==> src/rtl/demux_sched.sv <==
// demux_sched: credit-based round-robin scheduler for a 2-lane demux.
//
// Accepts one word per cycle from a valid/ready upstream source and steers it
// to lane 0 or lane 1. Each lane has a credit counter bounding its outstanding
// words; a lane with no credits is skipped in favour of the other one.
//
// Ports:
//   clk, reset             clock and synchronous active-high reset
//   data_in, valid_in      upstream word and its valid
//   ready_in               block can accept data_in this cycle
//   credit_ret0/1          one-cycle credit return pulse per lane
//   data_out0/1            registered lane words (hold when not sent)
//   valid_out0/1           registered lane valids (one-cycle pulse per word)
//   credit0/1              credits available per lane
//   rr_ptr                 preferred lane for the next accepted word
//   cred_err               sticky: a credit was returned to a full counter
module demux_sched #(
    parameter int unsigned DATA_W  = 8,
    parameter int unsigned CREDITS = 4,
    parameter int unsigned CNT_W   = 3
) (
    input  logic              clk,
    input  logic              reset,
    input  logic [DATA_W-1:0] data_in,
    input  logic              valid_in,
    output logic              ready_in,
    input  logic              credit_ret0,
    input  logic              credit_ret1,
    output logic [DATA_W-1:0] data_out0,
    output logic              valid_out0,
    output logic [DATA_W-1:0] data_out1,
    output logic              valid_out1,
    output logic [CNT_W-1:0]  credit0,
    output logic [CNT_W-1:0]  credit1,
    output logic              rr_ptr,
    output logic              cred_err
);

    typedef enum logic [0:0] {StInit, StActive} state_e;

    localparam logic [CNT_W-1:0] CredMax = CNT_W'(CREDITS);
    localparam logic [CNT_W-1:0] CredOne = CNT_W'(1);

    state_e            state_q, state_d;
    logic [CNT_W-1:0]  credit0_q, credit0_d;
    logic [CNT_W-1:0]  credit1_q, credit1_d;
    logic              rr_ptr_q, rr_ptr_d;
    logic              cred_err_q, cred_err_d;
    logic [DATA_W-1:0] data_out0_q, data_out0_d;
    logic [DATA_W-1:0] data_out1_q, data_out1_d;
    logic              valid_out0_q, valid_out0_d;
    logic              valid_out1_q, valid_out1_d;

    logic active;
    logic has0, has1;
    logic accept;
    logic sel_lane;
    logic send0, send1;
    logic ret0, ret1;

    always_comb begin
        active   = (state_q == StActive);
        has0     = (credit0_q != '0);
        has1     = (credit1_q != '0);
        ready_in = active & (has0 | has1);
        accept   = valid_in & ready_in;
        // Preferred lane unless it is out of credits; ready_in guarantees the
        // other lane has credit whenever the preferred one does not.
        if (rr_ptr_q == 1'b0) begin
            sel_lane = has0 ? 1'b0 : 1'b1;
        end else begin
            sel_lane = has1 ? 1'b1 : 1'b0;
        end
        send0 = accept & ~sel_lane;
        send1 = accept & sel_lane;
        // Returns are ignored until the counters have been loaded.
        ret0  = credit_ret0 & active;
        ret1  = credit_ret1 & active;
    end

    always_comb begin
        state_d      = state_q;
        credit0_d    = credit0_q;
        credit1_d    = credit1_q;
        rr_ptr_d     = rr_ptr_q;
        cred_err_d   = cred_err_q;
        data_out0_d  = data_out0_q;
        data_out1_d  = data_out1_q;
        valid_out0_d = 1'b0;
        valid_out1_d = 1'b0;

        unique case (state_q)
            StInit: begin
                credit0_d = CredMax;
                credit1_d = CredMax;
                state_d   = StActive;
            end
            StActive: begin
                if (accept) begin
                    rr_ptr_d = ~sel_lane;
                end
                if (send0) begin
                    data_out0_d  = data_in;
                    valid_out0_d = 1'b1;
                end
                if (send1) begin
                    data_out1_d  = data_in;
                    valid_out1_d = 1'b1;
                end

                if (send0 && !ret0) begin
                    credit0_d = credit0_q - CredOne;
                end else if (ret0 && !send0) begin
                    if (credit0_q == CredMax) begin
                        cred_err_d = 1'b1;
                    end else begin
                        credit0_d = credit0_q + CredOne;
                    end
                end

                if (send1 && !ret1) begin
                    credit1_d = credit1_q - CredOne;
                end else if (ret1 && !send1) begin
                    if (credit1_q == CredMax) begin
                        cred_err_d = 1'b1;
                    end else begin
                        credit1_d = credit1_q + CredOne;
                    end
                end
            end
            default: state_d = StInit;
        endcase
    end

    always_ff @(posedge clk) begin
        if (reset) begin
            state_q      <= StInit;
            credit0_q    <= '0;
            credit1_q    <= '0;
            rr_ptr_q     <= 1'b0;
            cred_err_q   <= 1'b0;
            data_out0_q  <= '0;
            data_out1_q  <= '0;
            valid_out0_q <= 1'b0;
            valid_out1_q <= 1'b0;
        end else begin
            state_q      <= state_d;
            credit0_q    <= credit0_d;
            credit1_q    <= credit1_d;
            rr_ptr_q     <= rr_ptr_d;
            cred_err_q   <= cred_err_d;
            data_out0_q  <= data_out0_d;
            data_out1_q  <= data_out1_d;
            valid_out0_q <= valid_out0_d;
            valid_out1_q <= valid_out1_d;
        end
    end

    assign data_out0  = data_out0_q;
    assign data_out1  = data_out1_q;
    assign valid_out0 = valid_out0_q;
    assign valid_out1 = valid_out1_q;
    assign credit0    = credit0_q;
    assign credit1    = credit1_q;
    assign rr_ptr     = rr_ptr_q;
    assign cred_err   = cred_err_q;

endmodule

==> config.mk <==
export PLATFORM = sky130hd
export DESIGN_NAME = demux_sched
export DESIGN_NICKNAME = d
export VERILOG_FILES = /design/src/rtl/demux_sched.sv
export SDC_FILE = /design/constraint.sdc
export NUM_CORES = 1
export LEC_CHECK = 0
export ABC_AREA = 1
export CAP_MARGIN = 20
export CORE_MARGIN = 3
export CORE_UTILIZATION = 45
export CTS_CLUSTER_SIZE = 10
export DETAILED_ROUTE_END_ITERATION = 10
export GPL_TIMING_DRIVEN = 0
export PLACE_DENSITY = 0.74
export SYNTH_ARGS = -nofsm -noshare
export SYNTH_HDL_FRONTEND = slang
export SYNTH_SLANG_ARGS = --single-unit
==> constraint.sdc <==
create_clock -name clk -period 2.4 [get_ports clk]
set_input_delay 0.24 -clock clk [delete_from_list [all_inputs] [get_ports clk]]
set_output_delay 0.24 -clock clk [all_outputs]
set_load 0.01 [all_outputs]
Yosys cells after proc, flatten, opt, wreduce, memory -nomap -nowiden --
Index checks and enable logic that the tools add are counted.
Storage, ports and cells: output and inout bits 27, input port bits 13, logic and storage cells 64, register bits 27
Cells by class: add/subtract/negate cells 4, reduce and logical (&&, ||, !) cells 16, bitwise operators 9, eq/ne operators 6, mux-type cells 20
Operators by type and width (number):
- $mux W3 | 6
- $mux W1 | 12
- $pmux W3 S2 | 2
- $reduce_and A2 Y1 | 5
- $add A3 B1 Y3 const B | 2
- $and A1 B1 Y1 | 6
- $eq A3 B3 Y1 const B | 2
- $ne A3 B1 Y1 const B | 2
- $ne A3 B3 Y1 const B | 2
- $reduce_bool A3 Y1 | 2
- $sub A3 B1 Y3 const B | 2
- $logic_and A1 B1 Y1 | 4
- $logic_not A1 Y1 | 4
- $not A1 Y1 | 2
- $reduce_or A2 Y1 | 1
- $or A1 B1 Y1 | 1

Longest topological paths before layout --
depth after elaboration 12, mapped depth 16, gate-level depth less buffers 16

Least setup slack after synthesis --
OpenSTA, ideal clock, no wires.
kind register to register, start point register credit1_q[0] (netlist: credit1[0]), end point register credit1_q[2] (netlist: credit1[2]), path buffers 0, cell stages (with the launch flop) 16, setup time 0.113 ns, required time 2.287 ns, setup slack 0.470 ns, clock period less this slack 1.930 ns, data arrival time 1.816 ns, path through dfxtp_1 > nor2_2 > nand2_2 > inv_1 > nand2_2 > nand3_4 > nor2_4 > nand2_2 > clkinv_1 > fa_1 > xor2_1 > inv_1 > nand2_1 > nand3_1 > nor2_1 > nor2_1
Between the ends: word-level cells in the longest chain between the ends 9, elaborated cells between the ends (all ways) 20, classes of those cells 2 x add/sub; 3 x eq/ne; 6 x mux; 4 x bitwise; 5 x reduce/logical
Ends and longest elaborated chain:
- start: declaration | line 46 | logic [CNT_W-1:0] credit1_q, credit1_d;
- start signal: assignment | line 149 | credit1_q <= credit1_d;
- $reduce_bool A3 Y1 | line 64 | has1 = (credit1_q != '0);
- $or A1 B1 Y1 | line 65 | ready_in = active & (has0 | has1);
- $and A1 B1 Y1 | line 65
- $and A1 B1 Y1 | line 66 | accept = valid_in & ready_in;
- $and A1 B1 Y1 | line 75 | send1 = accept & sel_lane;
- $logic_not A1 Y1 | line 123 | end else if (ret1 && !send1) begin
- $logic_and A1 B1 Y1 | line 123
- $ne A3 B1 Y1 (no line)
- $reduce_and A2 Y1 (no line)
Several ways; a longest one is shown, not always the timed one. The select of a mux whose other input is x is not followed. A chain may end at the register's enable or synchronous reset.

Worst setup path after layout --
Same ends and word-level chain as after synthesis.

==> flow_metrics.env <==
export IMPL_start_util=0.478
export IMPL_ant_nets=0
export IMPL_finalSetupViolCount=0
export IMPL_hold_class="reg -> reg"
export IMPL_wl_per_cell_um=11.8
export IMPL_yosys_warnings=0
export IMPL_syn_inst=182
export IMPL_worstMarginPinSlew_ns=0.408
export IMPL_hold_violations=0
export IMPL_cts_repair_resized=0
export IMPL_r2r_start="credit1[0]"
export IMPL_antenna_found_initial=0
export IMPL_io_buffers=39
export IMPL_layout_nets=241
export IMPL_ys_ff_latch=27
export IMPL_drive_above_1_share=0.169
export IMPL_cts_setup_buffers=0
export IMPL_cts_hold_buffers=0
export IMPL_clkLatencyLatePin_ns=0.34
export IMPL_p_leak_nw=0.775
export IMPL_startpoint_type="flop"
export IMPL_crit_fanout=5
export IMPL_grt_max_degree=17
export IMPL_htree_levels=1
export IMPL_hold_end="data_out0[7]"
export IMPL_place_ws_ns=0.275
export IMPL_antenna_cells=0
export IMPL_status="completed"
export IMPL_final_common_cell="nor2_1"
export IMPL_cp_required_ns=2.65
export IMPL_netlist_area_um2=1340
export IMPL_ff_latch_area_um2=541
export IMPL_cp_arrival_ns=2.26
export IMPL_ys_seq_area_frac=0.403
export IMPL_grt_ovfl_total=0
export IMPL_rr_endpoint="credit1[2]"
export IMPL_hp_start="data_out0[7]"
export IMPL_fp_dieArea_um2=3670
export IMPL_final_cell_mix="nor2_1 (44), clkdlybuf4s50_1 (39), dfxtp_1 (27)"
export IMPL_drc_errors=0
export IMPL_period_minus_slack_ns=2.01
export IMPL_cts_root_buf="clkbuf_4"
export IMPL_worst_slack_ns=0.385
export IMPL_rsz0062_at_grt="false"
export IMPL_fillers=256
export IMPL_globalplace_congestion=0.804
export IMPL_drtIter0Drc=53
export IMPL_clock_sinks=27
export IMPL_period_share=0.839
export IMPL_relSlewSlack=0.728
export IMPL_pin_count=40
export IMPL_drt_total_wl_mm=3.03
export IMPL_cts_tree="done"
export IMPL_critPathCaptureType="flop"
export IMPL_core_area_um2=2810
export IMPL_die_w_um=60.6
export IMPL_timing_hold_ws_ns=0.500
export IMPL_critical_path_class="reg -> reg"
export IMPL_synthDistinctLibCells=29
export IMPL_synth_edf_count=0
export IMPL_clk_pin_slew_ns=0.15
export IMPL_vias=1257
export IMPL_syn_nets=197
export IMPL_setup_tns_final_ns=0
export IMPL_drt_pass1_iter_count=4
export IMPL_synth_ff_type="dfxtp_1"
export IMPL_die_h_um=60.6
export IMPL_finalMaxSlewViolations=0
export IMPL_std_cell_rows=19
export IMPL_grt_pass1_wl_mm=5.02
export IMPL_fmax_mhz=496
export IMPL_async_flop_share=0
export IMPL_cts_buffer_depth=2
export IMPL_ir_drop_mv=0.427
export IMPL_rrSetupSlack_ns=0.39
export IMPL_grtUsageTotal=0.181
export IMPL_grt_pass1_vias=1135
export IMPL_multiInputGateArea_um2=676
export IMPL_maxCapViolCount=0
export IMPL_numCtsBuffers=3
export IMPL_vias_per_cell=4.91
export IMPL_avgSynthCellArea_um2=7.37
export IMPL_hpwlAfterDp_mm=2.43
export IMPL_whs_path_depth=2
export IMPL_p_per_area_nw_per_um2=579
export IMPL_area_growth_syn_to_layout_pct=34.2
export IMPL_clock_skew_ns=0.00553
export IMPL_reg2regPathDepth=15
-- sequential cells by signal (all words and copies together), names as in the netlist, 3 cells and up --
register,count
data_out0,8
credit1,3
data_out1,8
credit0,3
-- worst max-delay path by stage --
stage / from / end / slack [ns] / cells after the start
finish: credit1[0] / credit1[2] / 0.39 / 15
global route: credit1[0] / credit1[2] / 0.17 / 15
CTS: credit1[0] / credit1[2] / 0.37 / 15
detailed placement: valid_in / credit1[2] / 0.27 / 12
global placement: valid_in / credit1[2] / 0.30 / 12
floorplan: credit1[0] / credit1[2] / 0.47 / 15
-- worst max-delay path, stage by stage, from the launching register on --
cell and delay, ns:
dfxtp_1 0.39, nor2_2 0.17, nand2_2 0.07, inv_1 0.06, nand2_2 0.06, nand3_4 0.09
nor2_4 0.05, nand2_2 0.08, clkinv_1 0.09, fa_1 0.38, xor2_1 0.17, inv_1 0.05
nand2_1 0.06, nand3_1 0.06, nor2_1 0.09, nor2_1 0.05
-- cell usage after synthesis, types with 3 or more instances --
cell,number,share of area
nor2_1,44,0.12
nand3_2,3,0.022
nor2_4,4,0.034
nand2_1,24,0.067
o21ai_0,16,0.060
inv_1,14,0.039
nand2_4,3,0.025
o21ai_1,6,0.022
inv_2,8,0.022
dfxtp_1,27,0.40
nand3_1,5,0.019
nand2_2,5,0.023
-- per-layer routing --
metal	GRT usage	part of all wire	wire [um]
met5	0	0	0
met2	0.273	0.49	1480
met4	0.0743	0.012	35
met3	0.0362	0.047	143
met1	0.252	0.45	1370
-- cells by family (layout without fill, tap and decap cells) --
kind of cell	count (synthesis)	after routing	synth area share
flip-flops	27	27	0.403
AND/OR/NAND/NOR	96	96	0.365
adder cells (fa/ha/maj)	2	2	0.0243
buffers and inverters	29	72	0.0933
XOR/XNOR	1	1	0.00653
AO/OA/AOI/OAI	27	27	0.108
-- cell type report --
| class | instances | share of cell area |
|---|---|---|
| repair buffers | 39 | 0.217 |
| clock buffers | 3 | 0.0125 |
| plain buffers | 6 | 0.0215 |
| multi-input cells | 126 | 0.375 |
| clock inverters | 1 | 0.00417 |
| flip-flops and latches | 27 | 0.300 |
| inverters | 23 | 0.0479 |
| well taps | 31 | 0.0215 |
-- stage by stage --
stage           util  total power, mW  instances  instance area, um2
4_1_cts        0.642             1.05        256                1800
3_3_place_gp   0.631            0.838        252                1770
6_report       0.642             1.04        256                1800
5_1_grt        0.642             1.11        256                1800
2_1_floorplan      -            0.713        182                1340
3_5_place_dp   0.631            0.846        252                1770
-- power by group --
part	internal [mW]	switching (mW)	total, mW
registers	0.486	0.0279	0.513
logic	0.151	0.170	0.320
clock network	0.0639	0.144	0.208
total	0.700	0.341	1.04
(Power assumes the default switching activity.)
